**config.mk**
```make
export PLATFORM = sky130hd
export DESIGN_NAME = uart_tx_fifo
export DESIGN_NICKNAME = d
export VERILOG_FILES = /design/src/rtl/uart_tx_fifo.sv
export SDC_FILE = /design/constraint.sdc
export NUM_CORES = 1
export LEC_CHECK = 0
export ABC_CLOCK_PERIOD_IN_PS = 3500
export CAP_MARGIN = 15
export CORE_AREA = 2 2 113 115
export CTS_BUF_LIST = sky130_fd_sc_hd__clkbuf_4 sky130_fd_sc_hd__clkbuf_8
export DETAILED_ROUTE_END_ITERATION = 16
export DIE_AREA = 0 0 115 117
export PLACE_DENSITY_LB_ADDON = 0.25
export SLEW_MARGIN = 20
export SYNTH_ARGS = -nofsm -noshare
export SYNTH_HDL_FRONTEND = slang
export SYNTH_SLANG_ARGS = --single-unit
```
**constraint.sdc**
```tcl
create_clock -name clk -period 3.5 [get_ports clk]
set_clock_uncertainty 0.05 [all_clocks]
set_input_delay 0.7 -clock clk [delete_from_list [all_inputs] [get_ports clk]]
set_output_delay 0.7 -clock clk [all_outputs]
set_load 0.05 [all_outputs]
```
**src/rtl/uart_tx_fifo.sv**
```systemverilog
// uart_tx_fifo: byte FIFO feeding an 8N1 UART serialiser, LSB first, idle-high registered line.
module uart_tx_fifo #(
    parameter int CLK_FREQ   = 50_000_000,
    parameter int BAUD       = 115200,
    parameter int FIFO_DEPTH = 16
) (
    input  logic                          clk,
    input  logic                          reset,
    input  logic [7:0]                    tx_data,
    input  logic                          tx_valid,
    output logic                          tx_ready,
    output logic                          uart_txd,
    output logic                          busy,
    output logic [$clog2(FIFO_DEPTH):0]   fifo_count,
    output logic                          overflow
);
    localparam int CPB = CLK_FREQ / BAUD;
    localparam int AW  = $clog2(FIFO_DEPTH);
    localparam int BW  = (CPB > 1) ? $clog2(CPB) : 1;

    typedef enum logic [1:0] {IDLE, START, DATA, STOP} state_t;

    state_t         state, state_d;
    logic [7:0]     mem [FIFO_DEPTH];
    logic [AW-1:0]  wr_ptr, rd_ptr;
    logic [7:0]     shift, shift_d;
    logic [2:0]     bit_idx, bit_d;
    logic [BW-1:0]  baud, baud_d;
    logic           txd_d, push, pop, tick, full, empty;

    assign full     = fifo_count == (AW+1)'(FIFO_DEPTH);
    assign empty    = fifo_count == '0;
    assign tx_ready = !full;
    assign busy     = (state != IDLE) || !empty;
    assign tick     = baud == BW'(CPB - 1);
    assign push     = tx_valid && !full;

    always_comb begin
        state_d = state;
        shift_d = shift;
        bit_d   = bit_idx;
        baud_d  = tick ? '0 : baud + 1'b1;
        pop     = 1'b0;
        case (state)
            IDLE: begin
                baud_d = '0;
                if (!empty) begin
                    pop     = 1'b1;
                    shift_d = mem[rd_ptr];
                    state_d = START;
                end
            end
            START: if (tick) begin
                state_d = DATA;
                bit_d   = 3'd0;
            end
            DATA: if (tick) begin
                if (bit_idx == 3'd7) state_d = STOP;
                else begin
                    bit_d   = bit_idx + 3'd1;
                    shift_d = shift >> 1;
                end
            end
            STOP: if (tick) begin
                // chain straight into the next start bit so frames stay contiguous
                if (!empty) begin
                    pop     = 1'b1;
                    shift_d = mem[rd_ptr];
                    state_d = START;
                end else state_d = IDLE;
            end
            default: state_d = IDLE;
        endcase
        txd_d = (state_d == START) ? 1'b0 : (state_d == DATA) ? shift_d[0] : 1'b1;
    end

    always_ff @(posedge clk or posedge reset) begin
        if (reset) begin
            state      <= IDLE;
            shift      <= '0;
            bit_idx    <= '0;
            baud       <= '0;
            uart_txd   <= 1'b1;
            wr_ptr     <= '0;
            rd_ptr     <= '0;
            fifo_count <= '0;
            overflow   <= 1'b0;
        end else begin
            state      <= state_d;
            shift      <= shift_d;
            bit_idx    <= bit_d;
            baud       <= baud_d;
            uart_txd   <= txd_d;
            if (push) wr_ptr <= wr_ptr + 1'b1;
            if (pop) rd_ptr <= rd_ptr + 1'b1;
            fifo_count <= fifo_count + (AW+1)'(push) - (AW+1)'(pop);
            overflow   <= overflow | (tx_valid && full);
        end
    end

    always_ff @(posedge clk) begin
        if (push) mem[wr_ptr] <= tx_data;
    end
endmodule

```
==> impl_metrics.json, run 1 <==
{
  "grt_antenna_before_repair": 0,
  "wl_um": 13400,
  "drtPass1Iterations": 4,
  "synthSimpleGateAreaFrac_pct": 6.98,
  "clock-root-buffer": "clkbuf_8",
  "synthAdderAreaFrac_pct": 3.96,
  "placed_cell_area_sq_um": 7540,
  "ioPinCount": 20,
  "synth_edf_count": 128,
  "grt_pass1_vias": 3917,
  "synth_fp_nets": 472,
  "layout-drive-gt1-share_pct": 18.8,
  "holdCritPathClass": "reg -> reg",
  "critPathBufInv": 2,
  "mostFrequentLayoutCell": "edfxtp_1",
  "die_h_um": 117,
  "final_cell_mix": "128 x edfxtp_1, 34 x dfrtp_1, 28 x nand2_1",
  "grt_pass1_wl_um": 20900,
  "required_ns": 2.75,
  "cp_slowest_cell": "clkdlybuf4s50_1",
  "core_sq_um": 12300,
  "worstPathCellList": "inv_1 > ha_1 > nor4b_2 > nand2_1 > clkdlybuf4s50_1",
  "synth_xor_area_share_pct": 2.09,
  "clkTransAtPathRegs_ns": 0.08,
  "synth_area_leaders": "edfxtp_1 54%, dfrtp_1 13%, mux4_2 8.5%",
  "post_cts_resized": 0,
  "overflow": 0,
  "cts_sinks": 165,
  "vdd_drop_max_uv": 342,
  "synth_top_cell_by_area": "edfxtp_1",
  "synth_mux_area_share_pct": 11.6,
  "synth_cell_types": 58,
  "rsz0062_at_grt": "false",
  "fp.dieArea_sq_um": 13500,
  "min_period_ns": 3.23,
  "worstSetupPathType": "reg -> out",
  "cts_tree": "built",
  "synth_top_family_by_area": "multiplexers",
  "cap_violations": 0,
  "start_kind": "flip-flop",
  "final_area_sq_um": 7910,
  "cp-end-kind": "output port",
  "syn-cell-area_sq_um": 7140,
  "finalSetupTns_ns": 0,
  "reg2reg_slack_ns": 0.43,
  "utilization_pct": 64.2,
  "yosysWarningCount": 0,
  "wl_per_cell_um": 20.9,
  "grt_max_degree": 29,
  "nNetsFinal": 509,
  "ctsHoldBuffers": 0,
  "relSlewSlack_pct": 48.1,
  "status": "finished, final reports clean",
  "dr_total_vias": 3839,
  "period_share_pct": 92.3,
  "worst_path_largest_cell_delay_ns": 0.72,
  "route.detailed.drc": 0,
  "synth_ff_type": "edfxtp_1",
  "post_cts_buffers": 0,
  "start_util_pct": 58.0,
  "worstMarginPinSlew_ns": 0.779,
  "clock_latency_ns": 0.45,
  "slew_violations": 0,
  "antenna_cells": 0,
  "leakage_nw": 2.86,
  "cp_top_family": "buffers and inverters",
  "htreeDepth": 4,
  "io_buffers": 19,
  "cts_inserted_buffers": 17,
  "routed_via_density": 6.01,
  "area_growth_pct": 10.8,
  "globalplace.congestion": 0.860,
  "fmax_mhz": 309,
  "synth_top_area_share_pct": 53.9,
  "clock_path_buffers": 2,
  "ant_nets": 0,
  "grtUsageTotal_pct": 21.6,
  "dpl.hpwl_um": 8960,
  "cellPowerDensity_nw_per_um2": 571,
  "netlist_instances": 439,
  "crit_fanout": 5,
  "ys_seq_area_share_pct": 66.8,
  "synth_compound_area_share_pct": 5.87,
  "hold_viol": 0,
  "async_reset_ff_share_pct": 22.4,
  "avgSynthCellArea_sq_um": 16.3,
  "die_x_um": 115,
  "ys_seq_elements": 165,
  "setup_viol": 0,
  "rows": 41,
  "critical_path_arrival_ns": 2.48,
  "drtIter0Drc": 320
}
[cells by family after synthesis]
| group | Yosys count |
|---|---|
| multiplexers | 42 |
| adder cells (fa/ha/maj) | 22 |
| AND/OR/NAND/NOR | 95 |
| flip-flops | 165 |
| buffers and inverters | 42 |
| XOR/XNOR | 17 |
| AO/OA/AOI/OAI | 56 |
[worst reg2reg max path: cells and delay by family, from the launching register on]
kind            cells  cell delay (ns)
fa+ha+maj           3             0.86
xor+xnor            1             0.11
compound gates      2             0.35
simple gates        4             0.96
flops               1             0.45
buf+inv             3             0.20
[sequential cells by signal, summed over array words and instances, names as in the netlist]
signal	cells
mem	128
overflow	1
fifo_count	5
rd_ptr	4
baud	9
shift	8
uart_txd	1
state	2
wr_ptr	4
bit_idx	3
[layer usage]
| layer | vias to the layer above | share of wire (%) | track usage [%] |
|---|---|---|---|
| met2 | 104 | 52 | 36.6 |
| met4 | 0 | 1.4 | 6.99 |
| li1 | 1762 | - | - |
| met5 | - | 0 | 0 |
| met3 | 15 | 4.8 | 5.92 |
| met1 | 1958 | 41 | 27.5 |
[path summary, 6_finish.rpt]
kind / cells after the start / to / start
max in group asynchronous: 3 / fifo_count[0] / reset
worst min register to register: 1 / overflow / overflow
worst max-delay path: 5 / busy / fifo_count[3]
min in group asynchronous: 2 / baud[5] / reset
worst min-delay path: 1 / overflow / overflow
worst max register to register: 13 / fifo_count[4] / baud[2]
[per-stage QoR]
step	worst slack, ns	total power [W]	hold slack [ns]	cells
detailed placement	0.466	0.00329	0.407	607
CTS	0.218	0.00455	0.423	639
floorplan	0.0775	0.00300	0.389	439
finish	0.268	0.00451	0.424	639
global route	0.102	0.00470	0.443	639
global placement	0.571	0.00325	0.406	607
[power by group]
group	total [W]	switching [W]	leakage (nW)	internal, W
clock network	0.00127	0.000698	0.186	0.000576
registers	0.00245	0.000119	1.61	0.00233
logic	0.000795	0.000488	1.07	0.000307
total	0.00451	0.00130	2.86	0.00321
[synthesized netlist by cell type, drive strengths merged, types with 2 or more instances]
library cell,instances
a21o,3
a21oi,13
a221oi,3
a22o,2
a22oi,3
a311o,2
a32oi,4
and2,6
and3,2
and4,2
buf,7
clkbuf,11
dfrtp,36
edfxtp,128
ha,21
inv,24
mux2,3
mux2i,8
mux4,31
nand2,28
nand3,6
nand4,3
nor2,27
nor3,7
nor4,5
nor4b,3
o21ai,14
o221ai,2
o22ai,2
o32ai,2
xnor2,13
xor2,4
[cell type report]
class	count	area, sq um
flip-flops and latches	165	4770
fillers	871	4400
multi-input cells	232	2180
repair buffers	36	318
clock buffers	18	241
well taps	150	188
clock inverters	14	123
inverters	24	90.1
(Power assumes the default switching activity.)
==> run 2, diff against run 1 <==
--- a/config.mk
+++ b/config.mk
@@ -11,6 +11,7 @@
 export CTS_BUF_LIST = sky130_fd_sc_hd__clkbuf_4 sky130_fd_sc_hd__clkbuf_8
 export DETAILED_ROUTE_END_ITERATION = 16
 export DIE_AREA = 0 0 115 117
+export GPL_ROUTABILITY_DRIVEN = 0
 export PLACE_DENSITY_LB_ADDON = 0.25
 export SLEW_MARGIN = 20
 export SYNTH_ARGS = -nofsm -noshare
==> results of run 2 <==
Same layout as run 1: the final DEF is identical, and so are final timing and power.
